$ cat src/rtl/sample_ring_ctrl.sv
// Circular sample history in a single-port SRAM, with oldest-first window readback.
// A 4-entry output FIFO absorbs the SRAM's registered-read latency under backpressure.
//
// state | meaning
// IDLE  | accepting samples; a window request may start a transfer
// READ  | streaming the requested window; sample writes are held off
module sample_ring_ctrl #(
    parameter int ADDR_W  = 8,
    parameter int DATA_W  = 16,
    parameter int OFIFO_D = 4
) (
    input  logic              CK,
    input  logic              RST,
    input  logic              in_valid,
    output logic              in_ready,
    input  logic [DATA_W-1:0] in_data,
    input  logic              win_start,
    input  logic [ADDR_W:0]   win_len,
    output logic              win_busy,
    output logic              out_valid,
    input  logic              out_ready,
    output logic [DATA_W-1:0] out_data,
    output logic              out_last,
    output logic [ADDR_W:0]   count,
    output logic              sram_cs,
    output logic              sram_we,
    output logic [ADDR_W-1:0] sram_a,
    output logic [DATA_W-1:0] sram_d,
    input  logic [DATA_W-1:0] sram_q
);

    localparam int PW = $clog2(OFIFO_D);
    localparam logic [ADDR_W:0] FULL = {1'b1, {ADDR_W{1'b0}}};
    localparam logic [ADDR_W:0] ONE  = {{ADDR_W{1'b0}}, 1'b1};
    localparam logic [PW+1:0] OCC_MAX = (PW+2)'(OFIFO_D);

    typedef enum logic {IDLE, READ} state_t;

    state_t            state, state_nxt;
    logic [ADDR_W-1:0] wr_ptr, wr_ptr_nxt, rd_ptr;
    logic [ADDR_W:0]   count_nxt, remaining, eff;
    logic              do_write, do_read, win_go;
    logic              rd_pend, rd_pend_last;

    logic [DATA_W-1:0] fifo_data [OFIFO_D];
    logic              fifo_last [OFIFO_D];
    logic [PW-1:0]     fifo_wp, fifo_rp;
    logic [PW:0]       fifo_cnt;
    logic [PW+1:0]     occ;
    logic              push, pop;

    assign in_ready  = (state == IDLE);
    assign win_busy  = (state == READ);
    assign out_valid = (fifo_cnt != '0);
    assign out_data  = fifo_data[fifo_rp];
    assign out_last  = out_valid & fifo_last[fifo_rp];
    assign push      = rd_pend;
    assign pop       = out_valid & out_ready;

    always_comb begin
        do_write   = (state == IDLE) & in_valid;
        count_nxt  = (do_write && count != FULL) ? count + ONE : count;
        wr_ptr_nxt = do_write ? wr_ptr + 1'b1 : wr_ptr;
        // window length counts a sample being written in the same cycle
        eff        = (win_len < count_nxt) ? win_len : count_nxt;
        win_go     = (state == IDLE) & win_start & (eff != '0);
        // an outstanding read already owns one FIFO slot
        occ        = {1'b0, fifo_cnt} + {{(PW+1){1'b0}}, rd_pend};
        do_read    = (state == READ) & (remaining != '0) & (occ < OCC_MAX);
    end

    always_comb begin
        state_nxt = state;
        unique case (state)
            IDLE: if (win_go) state_nxt = READ;
            READ: if (pop && out_last) state_nxt = IDLE;
            default: state_nxt = IDLE;
        endcase
    end

    always_comb begin
        sram_cs = 1'b0;
        sram_we = 1'b0;
        sram_a  = '0;
        sram_d  = '0;
        if (do_write) begin
            sram_cs = 1'b1;
            sram_we = 1'b1;
            sram_a  = wr_ptr;
            sram_d  = in_data;
        end else if (do_read) begin
            sram_cs = 1'b1;
            sram_a  = rd_ptr;
        end
    end

    always_ff @(posedge CK or posedge RST) begin
        if (RST) begin
            state        <= IDLE;
            wr_ptr       <= '0;
            rd_ptr       <= '0;
            count        <= '0;
            remaining    <= '0;
            rd_pend      <= 1'b0;
            rd_pend_last <= 1'b0;
        end else begin
            state        <= state_nxt;
            wr_ptr       <= wr_ptr_nxt;
            count        <= count_nxt;
            rd_pend      <= do_read;
            rd_pend_last <= do_read & (remaining == ONE);
            if (win_go) begin
                rd_ptr    <= wr_ptr_nxt - eff[ADDR_W-1:0];
                remaining <= eff;
            end else if (do_read) begin
                rd_ptr    <= rd_ptr + 1'b1;
                remaining <= remaining - ONE;
            end
        end
    end

    always_ff @(posedge CK or posedge RST) begin
        if (RST) begin
            fifo_wp  <= '0;
            fifo_rp  <= '0;
            fifo_cnt <= '0;
            for (int i = 0; i < OFIFO_D; i++) begin
                fifo_data[i] <= '0;
                fifo_last[i] <= 1'b0;
            end
        end else begin
            if (push) begin
                fifo_data[fifo_wp] <= sram_q;
                fifo_last[fifo_wp] <= rd_pend_last;
                fifo_wp            <= fifo_wp + 1'b1;
            end
            if (pop) fifo_rp <= fifo_rp + 1'b1;
            unique case ({push, pop})
                2'b10:   fifo_cnt <= fifo_cnt + 1'b1;
                2'b01:   fifo_cnt <= fifo_cnt - 1'b1;
                default: fifo_cnt <= fifo_cnt;
            endcase
        end
    end

endmodule

$ cat config.mk
export PLATFORM = sky130hd
export DESIGN_NAME = sample_ring_ctrl
export DESIGN_NICKNAME = d
export VERILOG_FILES = /design/src/rtl/sample_ring_ctrl.sv
export SDC_FILE = /design/constraint.sdc
export NUM_CORES = 1
export LEC_CHECK = 0
export BUFFER_PORTS_ARGS = -buffer_cell sky130_fd_sc_hd__buf_4
export CAP_MARGIN = 30
export CELL_PAD_IN_SITES_DETAIL_PLACEMENT = 0
export CELL_PAD_IN_SITES_GLOBAL_PLACEMENT = 1
export CORE_MARGIN = 3
export CORE_UTILIZATION = 41
export DETAILED_ROUTE_END_ITERATION = 12
export GPL_TIMING_DRIVEN = 0
export PLACE_DENSITY_LB_ADDON = 0.1
export SLEW_MARGIN = 5
export SYNTH_ARGS = -nofsm -noshare
export SYNTH_HDL_FRONTEND = slang
export SYNTH_SLANG_ARGS = --single-unit
$ cat constraint.sdc
create_clock -name CK -period 4.18 [get_ports CK]
set_input_delay 0.836 -clock CK [delete_from_list [all_inputs] [get_ports CK]]
set_output_delay 0.836 -clock CK [all_outputs]
set_load 0.03 [all_outputs]
== Word-level counts from Yosys, hierarchy flattened ==
Cells that the tools add are included.
W data, S select, Z words.

* Bits in registers: 112
* Bits in latches: 0
* RAM bits: 0
* Memory bits (read-only): 0
* Input port bits: 46
* Output and inout bits: 55
* Logic and storage cells: 85
* Memories: 0

* Add/subtract/negate cells: 10
* Multipliers: 0
* Div/mod/pow operators: 0
* Order comparisons: 5
* Equality and inequality tests: 4
* Shift-type cells: 0
* Muxes and demuxes: 29
* Bitwise logic cells: 11
* Reductions and logical operators: 8

{| class="wikitable"
|+ Operators by type and width
! cell !! count
|-
| $bwmux W64 || 1
|-
| $mux W16 || 4
|-
| $mux W8 || 5
|-
| $mux W9 || 4
|-
| $bmux W16 S2 || 1
|-
| $demux W16 S2 || 1
|-
| $reduce_bool A9 Y1 || 2
|-
| $add A8 B1 Y8 const B || 2
|-
| $add A9 B1 Y9 const B || 1
|-
| $eq A9 B1 Y1 const B || 1
|-
| $lt A9 B9 Y1 || 1
|-
| $ne A9 B9 Y1 const B || 1
|-
| $sub A9 B1 Y9 const B || 1
|-
| $and A1 B1 Y1 || 8
|-
| $mux W1 || 8
|-
| $sub A8 B8 Y8 || 1
|-
| $ge A3 B3 Y1 const B || 2
|-
| $not A2 Y3 || 2
|-
| $pmux W3 S2 || 1
|-
| $add A2 B1 Y2 const B || 2
|-
| $add A3 B1 Y4 || 1
|-
| $bwmux W4 || 1
|-
| $lt A4 B3 Y1 const B || 1
|-
| $reduce_bool A2 Y1 || 2
|-
| 11 further kinds || 13
|}

== Depth between registers and ports, before layout ==
Gate-level depths: netlist of run 1.

* Depth in word-level cells: 10
* Depth in mapped cells: 22
* Gate-level depth less buffers: 21

== Least setup slack after synthesis of run 1 ==
No wires, ideal clock.

* Path type: input to register
* Start: input port in_valid
* End: register rd_ptr[6]
* Library setup time: 0.095 ns
* Arrival: 4.357 ns
* Data required time: 4.085 ns
* Setup slack: -0.272 ns
* Cell stages on the path: 21
* Buffers on the path: 1
* Cells stage by stage: nand3b_1 nor4_1 xor2_1 inv_1 ha_1 nand2_1 nor2_1 and2_1 a22oi_2 o21ai_4 clkbuf_1 nand2_1 o21ai_1 inv_1 fa_1 inv_1 a21oi_1 nor3_1 o31ai_2 and3_1 o31ai_1

* Longest elaborated chain between the ends: 8
* Elaborated cells on any way between the ends: 11
* Classes of those cells: 1 x add/sub; 1 x order compare; 4 x mux; 2 x bitwise; 3 x reduce/logical

{| class="wikitable"
|+ Ends and longest elaborated chain
! item !! RTL line !! RTL
|-
| start, declared || 14 || <nowiki>input logic in_valid,</nowiki>
|-
| $and A1 B1 Y1 (*) || 61 || <nowiki>do_write = (state == IDLE) & in_valid;</nowiki>
|-
| $logic_and A1 B1 Y1 (*) || 62 || <nowiki>count_nxt = (do_write && count != FULL) ? count + ONE : count;</nowiki>
|-
| $mux W9 (*) || 62 ||
|-
| via count_nxt[8] || 41 || <nowiki>logic [ADDR_W:0] count_nxt, remaining, eff;</nowiki>
|-
| $lt A9 B9 Y1 || 65 || <nowiki>eff = (win_len < count_nxt) ? win_len : count_nxt;</nowiki>
|-
| $mux W9 (*) || 65 ||
|-
| parallel branches: the longest is 3 deep, another holds $sub A8 B8 Y8 || - ||
|-
| end signal, assigned || 113 || <nowiki>rd_ptr <= wr_ptr_nxt - eff[ADDR_W-1:0];</nowiki>
|-
| end signal, assigned || 116 || <nowiki>rd_ptr <= rd_ptr + 1'b1;</nowiki>
|-
| end, declared || 40 || <nowiki>logic [ADDR_W-1:0] wr_ptr, wr_ptr_nxt, rd_ptr;</nowiki>
|}

Mark *: on every way through the listed nets, which the timed path passes.
A chain may end at the register's enable or synchronous reset.

== Worst setup path in the final report of run 1 ==
* Start: register count[0]
* End: register rd_ptr[6]

* Longest elaborated chain between the ends: 8
* Elaborated cells on any way between the ends: 11
* Classes of those cells: 2 x add/sub; 1 x order compare; 1 x eq/ne; 3 x mux; 1 x bitwise; 3 x reduce/logical

{| class="wikitable"
|+ Ends and longest elaborated chain
! item !! RTL line !! RTL
|-
| start, declared || 24 || <nowiki>output logic [ADDR_W:0] count,</nowiki>
|-
| start signal, assigned || 109 || <nowiki>count <= count_nxt;</nowiki>
|-
| parallel branches: the longest is 2 deep, another holds $add A9 B1 Y9 || - ||
|-
| $mux W9 (*) || 62 ||
|-
| $lt A9 B9 Y1 || 65 ||
|-
| $mux W9 (*) || 65 ||
|-
| parallel branches: the longest is 3 deep, another holds $sub A8 B8 Y8 || - ||
|}

Every way passes the cells marked *.

==> run metrics, run 1 <==
yosys warns=0; H-tree depth=3; CP Capture Type=flip-flop; Worst Tran Pin Value=0.830 ns; die footprint=16400 um2; Final Cell Area=7860 um2; Critical Path Max Stage Delay=0.46 ns; Root Driver=clkbuf_16; sequential element share of the synthesized area=0.457; Reg area=2810 um2; clock latency on the worst-skew pair=0.35 ns; Core ar.=around 15000 um2; vias in the first global route=4656; most used cell along the critical path=a21oi_2; Slew Viols, Final=0; CTS Hold Buffers Added=0; crit path max-delay cell type=dfrtp_2; die width=128 um; Min Hold Slack=slightly below 0.5 ns; Setup crit start kind=flip-flop; cell internal pwr=3.36 mW; Setup WS post-layout=0.144 ns; CP Class=flip-flop to flip-flop; Worst R2R Start=count[0]; HP Start=fifo_cnt[2]; RSZ-0062 raised after global routing=true; layout cells sized above 1=0.435; power share of the clock group=0.149; Via-to-Cell Ratio=5.27; Pwr Density=around 700 nW/um2; post-detail-place hpwl=about 11 mm; Fmax achieved=0.248 GHz; top_reg_cell synth=dfrtp_1; Num CTS Buffers=9; Synth Instances=roughly 530; Multi-input gate area=3300 um2; Tcrit/Tclk final=0.966; Syn Nets=597; Logic pwr share=0.520; Hold WC Path Type=flip-flop to flip-flop; worst path cell trace=inv_2 -> ha_2 -> nor4b_4 -> a21oi_2 -> nor2_1 -> a21oi_2 -> ha_1 -> and4b_4 -> a2111oi_4 -> o21ai_4 -> mux2_4 -> ha_4 -> fa_2 -> inv_2 -> a21oi_2 -> nor3_2 -> o31ai_2 -> and3_1 -> o31ai_1; count leader, synth=dfrtp_1; mean area per synthesized cell=11.6 um2; minimum clock period=4.04 ns; Initial DRC Count=239; required time worst endpoint=4.44 ns; placement-stage worst setup slack=-0.788 ns; status=finished, final reports clean; global-route wire length before repair=roughly 24 mm; number of library cell types mapped by synthesis=59; Starting Density=0.420; grt total ovfl=0; largest net degree at the start of global routing=61; CTS tree=built; Residual DRC=0; Worst Setup SP=count[0]; Final Hold Fails=0; die height=128 um; setup violation total in the final timing report=0; total track usage=0.185; dpl cell area=7200 um2; final wirelength=between 10 and 15 mm; IO buf count=100; DR pass1 iterations=4; CP max FO=5; clock skew=0.00911 ns; Reg2Reg Setup Slack=0.14 ns; clock-pin slew on the worst setup and hold paths=0.08 ns; commonest cells in the synthesized netlist=dfrtp_1, mux2_2, nand2_1, inv_1, ha_1; number of flops mapped to enable cells by yosys=0; initial antenna violation count=0; row cnt=44; Leakage=3.55 nW; Max clock buf depth=2; final layout net count=739; post-route ant nets=0; Sequential Power Share=0.331; max_cap viols=0; Fillers=1279; asr flop ratio synth=1.00; Slew headroom=0.446; Sw Pwr=roughly 2.2 mW; top cells by area, synth=dfrtp_1, mux2_2, mux4_2; crit path DAT=4.30 ns; GPL Wtd Cong=about 0.79; Seq cells post-synth=112; clock sink total=112; Max IR drop VDD=0.253 mV; antenna diode count=0; switching power as a share of total power=0.393; cell accounting for the most synthesized area=dfrtp_1; Ports=101; Mapped Area=just over 6000 um2; Syn-to-layout area delta=28.2%; post-synth top area share=0.457; Wirelength per Cell=17.3 um; Via Count=between 4000 and 5000; post-layout util=0.539
## final timing paths
kind / cells past startpoint / end
setup / recovery: 19 / rd_ptr[6]
hold / removal: 1 / fifo_cnt[2]
setup reg to reg: 19 / rd_ptr[6]
hold reg to reg: 1 / fifo_cnt[2]
max in group asynchronous: 3 / count[2]
min in group asynchronous: 2 / count[8]
## cells in the final DEF (no fill, tap or decap), drive strengths merged, types with 4 or more instances in the layout
cell and count:
buf 137, dfrtp 112, mux2 70, nand2 41, inv 39, ha 23, clkbuf 22, o21ai 22
xnor2 20, and2 19, nor2 18, mux4 17, a21oi 13, xor2 12, nor3 12, nand3 10
and3 7, a22o 6, nor4 6, nand4 5, mux2i 5, a311oi 4, o221ai 4, clkinv 4
## sequential cells by signal, indices dropped and copies added, names as in the netlist
register      cells
count             9
push              1
rd_ptr            8
rd_pend_last      1
win_busy          1
wr_ptr            8
fifo_rp           2
remaining         9
fifo_last         4
fifo_cnt          3
fifo_wp           2
fifo_data        64
## layer usage
metal,track usage,up-vias,part of all wire
met3,0.0238,13,0.029
li1,-,2183,-
met1,0.232,2240,0.43
met2,0.329,83,0.52
met5,0,-,0
met4,0.0587,0,0.015
## power groups by stage
| stage | Clock, mW | Combinational, mW | Sequential [mW] |
|---|---|---|---|
| floorplan | 0 | 2.00 | 1.79 |
| global placement | 0 | 2.71 | 1.83 |
| detailed placement | 0 | 2.77 | 1.85 |
| CTS | 0.853 | 2.83 | 1.83 |
| global route | 0.894 | 3.13 | 1.89 |
| finish | 0.822 | 2.88 | 1.83 |
## worst max-delay path: cells and delay by family, from the launching register on
kind | cells | cell delay (ns)
flops | 1 | 0.46
buf+inv | 2 | 0.14
mux | 1 | 0.35
simple gates | 5 | 1.00
fa+ha+maj | 4 | 0.98
compound gates | 7 | 1.02
## through the flow
| step | setup TNS, ns | instances | total power, mW |
|---|---|---|---|
| after floorplan | 0 | 526 | 3.79 |
| after global placement | -114.29 | 810 | 4.53 |
| after detailed placement | -4.02 | 811 | 4.62 |
| after CTS | 0 | 845 | 5.52 |
| after global routing | -0.0938 | 857 | 5.92 |
| final | 0 | 857 | 5.54 |
## cells by family after synthesis
group           synth area share
compound gates            0.0868
xor+xnor                  0.0457
fa+ha+maj                 0.0535
buf+inv                   0.0343
flops                      0.457
mux                        0.201
simple gates               0.122
## cell type report
type                    instances  area share
plain buffers                  18      0.0105
clock buffers                  10      0.0304
clock inverters                 6     0.00525
inverters                      37      0.0183
multi-input cells             359       0.420
flip-flops and latches        112       0.358
well taps                     184      0.0293
repair buffers                131       0.129
## repair_timing
action	4_1_cts	5_1_grt
setup endpoints to repair	6	5
gates resized for setup	12	24
pin swaps	14	34
setup buffers	18	12
(Power assumes the default switching activity.)
==> run 2, diff against run 1 <==
CORE_MARGIN = 10   (was 3)
PLACE_DENSITY = 0.86   (was default)
PLACE_DENSITY_LB_ADDON = default   (was 0.1)
==> run metrics, run 2 (same netlist as run 1, synthesis figures left out) <==
status=finished, final reports clean (unchanged); clock skew=0.00830 ns (was 0.00911 ns); Starting Density=0.420 (unchanged); CP Class=flip-flop to flip-flop (unchanged); max_cap viols=0 (unchanged); clock-pin slew on the worst setup and hold paths=0.08 ns (about the same); CTS tree=built (unchanged); Reg with most FFs=fifo_data (unchanged); grt met2 use=0.265 (was 0.329); layout cells sized above 1=0.446 (was 0.435); grt total ovfl=0 (unchanged); clock sink total=112 (unchanged); minimum clock period=4.12 ns (was 4.04 ns); Slew Viols, Final=0 (unchanged); most frequent cells in the layout=buf_4, dfrtp_1, mux2_2, nand2_1, inv_1 (unchanged); global-route wire length before repair=25.2 mm (was 24.1 mm); Fillers=1235 (was 1279); Max IR drop VDD=0.609 mV (was 0.253 mV); H-tree depth=3 (unchanged); Core ar.=14600 um2 (unchanged); Num CTS Buffers=9 (unchanged); Initial DRC Count=200 (was 239); CP top delay family=simple AND/OR/NAND/NOR gates (was compound AO/OA/AOI/OAI gates); Final Hold Fails=0 (unchanged); setup TNS=0 ns (unchanged); GPL Wtd Cong=0.820 (was 0.791); Worst R2R Start=count[0] (unchanged); Wirelength per Cell=18.0 um (was 17.3 um); setup violation total in the final timing report=0 (unchanged); CP max FO=5 (unchanged); Pwr Density=704 nW/um2 (was 705 nW/um2); worst path cell trace=ha_2 -> nand3b_1 -> buf_4 -> nor2_4 -> xnor2_2 -> inv_2 -> ha_4 -> nand3_2 -> nor2_2 -> and2_4 -> a22oi_2 -> o21ai_4 -> mux2_4 -> ha_4 -> fa_2 -> inv_2 -> a21oi_2 -> nor3_2 -> o31ai_2 -> and3_1 -> o31ai_2 (was inv_2 -> ha_2 -> nor4b_4 -> a21oi_2 -> nor2_1 -> a21oi_2 -> ha_1 -> and4b_4 -> a2111oi_4 -> o21ai_4 -> mux2_4 -> ha_4 -> fa_2 -> inv_2 -> a21oi_2 -> nor3_2 -> o31ai_2 -> and3_1 -> o31ai_1); dpl cell area=7200 um2 (unchanged); clock latency on the worst-skew pair=0.36 ns (was 0.35 ns); GRT met3 Usage=0.0497 (was 0.0238); required time worst endpoint=4.45 ns (was 4.44 ns); Leakage=3.57 nW (was 3.55 nW); post-route ant nets=0 (unchanged); met1 global-route usage=0.180 (was 0.232); IO buf count=100 (unchanged); Fmax achieved=0.243 GHz (was 0.248 GHz); Hold WC Path Type=input pin to asynchronous set/reset pin (was flip-flop to flip-flop); Syn-to-layout area delta=29.7% (was 28.2%); final wirelength=15.5 mm (was 14.8 mm); Final Cell Area=7940 um2 (was 7860 um2); CP bufs+invs=3 (was 2); commonest non-fill, non-tap cell in the layout=buf_4 (unchanged); initial antenna violation count=0 (unchanged); Residual DRC=0 (unchanged); Tcrit/Tclk final=0.986 (was 0.966); DR pass1 iterations=4 (unchanged); Via Count=4639 (was 4519); Largest register FFs=64 (unchanged); CP Capture Type=flip-flop (unchanged); largest net degree at the start of global routing=102 (was 61); Via-to-Cell Ratio=5.39 (was 5.27); crit path DAT=4.39 ns (was 4.30 ns); antenna diode count=0 (unchanged); post-detail-place hpwl=11.4 mm (was 10.7 mm); final layout net count=743 (was 739); top flop regs=fifo_data: 64 flops, count: 9 flops, remaining: 9 flops (unchanged); Worst Setup SP=count[0] (unchanged); Setup crit start kind=flip-flop (unchanged); row cnt=44 (unchanged); total track usage=0.152 (was 0.185); crit path max-delay cell type=dfrtp_2 (unchanged); RSZ-0062 raised after global routing=true (unchanged); Slew headroom=0.460 (was 0.446); Critical Path Max Stage Delay=0.42 ns (was 0.46 ns); die footprint=20200 um2 (was 16400 um2); die height=142 um (was 128 um); Root Driver=clkbuf_16 (unchanged); vias in the first global route=4899 (was 4656); GR peak layer=met2 (unchanged); die width=142 um (was 128 um); Worst Tran Pin Value=0.811 ns (was 0.830 ns); Max clock buf depth=2 (unchanged); Ports=101 (unchanged)
[run 2: through the flow]
| step | std cells | util | hold slack [ns] | power (mW) | worst slack, ns |
|---|---|---|---|---|---|
| after floorplan | 526 | - | 0.453 | 3.79 | 0.000347 |
| after global placement | 810 | 0.492 | 0.476 | 4.52 | -1.13 |
| after detailed placement | 811 | 0.494 | 0.488 | 4.65 | -0.731 |
| after CTS | 837 | 0.521 | 0.374 | 5.55 | 0.0159 |
| after global routing | 861 | 0.545 | 0.373 | 5.98 | -0.186 |
| final | 861 | 0.545 | 0.376 | 5.59 | 0.0583 |
[run 2: final cells by class]
cell class | instances | area (um2) | area share
Sequential cell | 112 | 2810 | 0.354
Tap cell | 184 | 230 | 0.0290
Buffer | 18 | 82.6 | 0.0104
Clock inverter | 6 | 53.8 | 0.00677
Clock buffer | 10 | 239 | 0.0301
Timing Repair Buffer | 135 | 1040 | 0.132
Multi-Input combinational cell | 359 | 3340 | 0.420
Inverter | 37 | 144 | 0.0181
[run 2: worst paths after layout]
kind | end | slack [ns] | cells after the start
worst min-delay path | count[7] | 0.38 | 2
worst max-delay path | rd_ptr[6] | 0.06 | 21
max in group asynchronous | fifo_data[24] | 3.09 | 3
worst min register to register | fifo_data[11] | 0.50 | 1
min in group CK | fifo_data[11] | 0.50 | 1
worst max register to register | rd_ptr[6] | 0.06 | 21
[run 2: per-layer routing]
| layer | wire (um) | vias up |
|---|---|---|
| met2 | 7900 | 134 |
| met5 | 0 | - |
| met3 | 1100 | 13 |
| met1 | 6370 | 2296 |
| met4 | 99 | 0 |
| li1 | - | 2196 |
[run 2: what timing repair did]
item,CTS,global route
hold buffers,0,0
gates resized for setup,7,34
pin swaps,9,33
endpoints found under the setup margin,6,6
buffers inserted,10,23
[run 2: report_power, final]
group | switching (mW) | internal (mW)
Sequential | 0.287 | 1.55
Combinational | 1.53 | 1.37
Clock | 0.420 | 0.435
==> run 3, diff against run 2 <==
clock period = 3.41 ns   (was 4.18 ns; I/O delays follow)
==> run metrics, run 3 (same netlist as run 1, synthesis figures left out) <==
minimum clock period=4.13 ns (was 4.12 ns); Num CTS Buffers=9 (unchanged); most frequent cells in the layout=buf_4, dfrtp_1, mux2_2, nand2_1, inv_1 (unchanged); required time worst endpoint=3.67 ns (was 4.45 ns); Tcrit/Tclk final=1.21 (was 0.986); CP Capture Type=flip-flop (unchanged); CP bufs+invs=2 (was 3); Fillers=1192 (was 1235); Critical Path Max Stage Delay=0.41 ns (was 0.42 ns); grt total ovfl=0 (unchanged); H-tree depth=3 (unchanged); CTS tree=built (unchanged); Starting Density=0.420 (unchanged); Leakage=3.69 nW (was 3.57 nW); CP Class=flip-flop to flip-flop (unchanged); CTS Hold Buffers Added=0 (unchanged); failing checks=setup timing; Setup WS post-layout=-0.724 ns (was 0.0583 ns); Wirelength per Cell=18.2 um (was 18.0 um); CP max FO=4 (was 5); Via-to-Cell Ratio=5.41 (was 5.39); DR pass1 iterations=4 (unchanged); initial antenna violation count=0 (unchanged); CP top delay family=simple AND/OR/NAND/NOR gates (unchanged); Fmax achieved=0.242 GHz (was 0.243 GHz); die footprint=20200 um2 (unchanged); die width=142 um (unchanged); vias in the first global route=5084 (was 4899); Final Power=7.06 mW (was 5.59 mW); post-route ant nets=0 (unchanged); RSZ-0062 raised after global routing=true (unchanged); row cnt=44 (unchanged); Core ar.=14600 um2 (unchanged); Residual DRC=0 (unchanged); Slew headroom=0.532 (was 0.460); max_cap viols=0 (unchanged); GPL Wtd Cong=0.838 (was 0.820); Final Hold Fails=0 (unchanged); Syn-to-layout area delta=34.2% (was 29.7%); Reg with most FFs=fifo_data (unchanged); Max clock buf depth=2 (unchanged); clock latency on the worst-skew pair=0.36 ns (about the same); layout cells sized above 1=0.478 (was 0.446); final wirelength=16.0 mm (was 15.5 mm); Slew Viols, Final=0 (unchanged); Worst R2R Start=count[1] (was count[0]); antenna diode count=0 (unchanged); top flop regs=fifo_data: 64 flops, count: 9 flops, remaining: 9 flops (unchanged); Largest register FFs=64 (unchanged); Max IR drop VDD=0.498 mV (was 0.609 mV); total track usage=0.153 (was 0.152); Worst Setup SP=count[1] (was count[0]); Worst Tran Pin Value=0.701 ns (was 0.811 ns); Ports=101 (unchanged); Via Count=4757 (was 4639); Initial DRC Count=252 (was 200); most used cell along the critical path=ha_4; clock skew=0.0126 ns (was 0.00830 ns); placed cell count=813 (was 811); crit path DAT=4.39 ns (about the same); Final Cell Area=8220 um2 (was 7940 um2); status=finished, violations left (was finished, final reports clean); commonest non-fill, non-tap cell in the layout=buf_4 (unchanged); Root Driver=clkbuf_16 (unchanged); Layout Cells excl Fill=880 (was 861); worst path cell trace=ha_4 -> nand3b_1 -> nor4_2 -> xor2_1 -> inv_1 -> ha_4 -> nand2_4 -> nor2_4 -> and2_4 -> a22oi_2 -> o21ai_4 -> mux2_4 -> ha_4 -> fa_2 -> inv_2 -> a21oi_2 -> nor3_4 -> o31ai_2 -> and3_1 -> o31ai_2 (was ha_2 -> nand3b_1 -> buf_4 -> nor2_4 -> xnor2_2 -> inv_2 -> ha_4 -> nand3_2 -> nor2_2 -> and2_4 -> a22oi_2 -> o21ai_4 -> mux2_4 -> ha_4 -> fa_2 -> inv_2 -> a21oi_2 -> nor3_2 -> o31ai_2 -> and3_1 -> o31ai_2); Hold WC Path Type=input pin to asynchronous set/reset pin (unchanged); IO buf count=100 (unchanged); largest net degree at the start of global routing=38 (was 102); clock sink total=112 (unchanged); Min Hold Slack=0.312 ns (was 0.376 ns); Setup crit start kind=flip-flop (unchanged); dpl cell area=7280 um2 (was 7200 um2); die height=142 um (unchanged); global-route wire length before repair=25.4 mm (was 25.2 mm); post-layout util=0.564 (was 0.545); setup TNS=-3.95 ns (was 0 ns); setup violation total in the final timing report=11 (was 0); clock-pin slew on the worst setup and hold paths=0.08 ns (about the same); Pwr Density=859 nW/um2 (was 704 nW/um2); crit path max-delay cell type=dfrtp_2 (unchanged); placement-stage worst setup slack=-1.18 ns (was -0.731 ns); final layout net count=762 (was 743); post-detail-place hpwl=11.6 mm (was 11.4 mm)
[run 3: layer usage]
metal / track usage / up-vias / part of all wire
met4: 0.0377 / 0 / 0.011
met2: 0.274 / 134 / 0.53
li1: - / 2226 / -
met1: 0.175 / 2377 / 0.39
met5: 0 / - / 0
met3: 0.0454 / 20 / 0.064
[run 3: final timing paths]
check	to	slack [ns]	cells past startpoint
min reg2reg	fifo_cnt[2]	0.49	1
max reg2reg	rd_ptr[6]	-0.72	20
max	rd_ptr[6]	-0.72	20
min in group CK	fifo_cnt[2]	0.49	1
min	count[7]	0.31	2
max in group asynchronous	fifo_data[36]	2.11	5
[run 3: final cells by class]
class	instances	area (um2)	area share
tap	184	230	0.0280
buffer	16	93.8	0.0114
timing repair buffer	156	1240	0.151
sequential	112	2810	0.342
clock inverter	6	50.0	0.00609
inverter	37	151	0.0184
clock buffer	10	229	0.0278
multi-input combinational	359	3420	0.415
[run 3: what timing repair did]
action / 4_1_cts / 5_1_grt
gates cloned: 0 / 2
buffers inserted: 22 / 30
pin swaps: 23 / 33
endpoints found under the setup margin: 33 / 33
resized for setup: 25 / 34
[run 3: power by group]
| part | switching, mW | total (mW) | leakage (nW) | internal [mW] |
|---|---|---|---|---|
| combinational | 1.93 | 3.75 | 2.22 | 1.83 |
| clock | 0.509 | 1.02 | 0.135 | 0.507 |
| sequential | 0.390 | 2.29 | 1.33 | 1.90 |
| total | 2.83 | 7.06 | 3.69 | 4.24 |
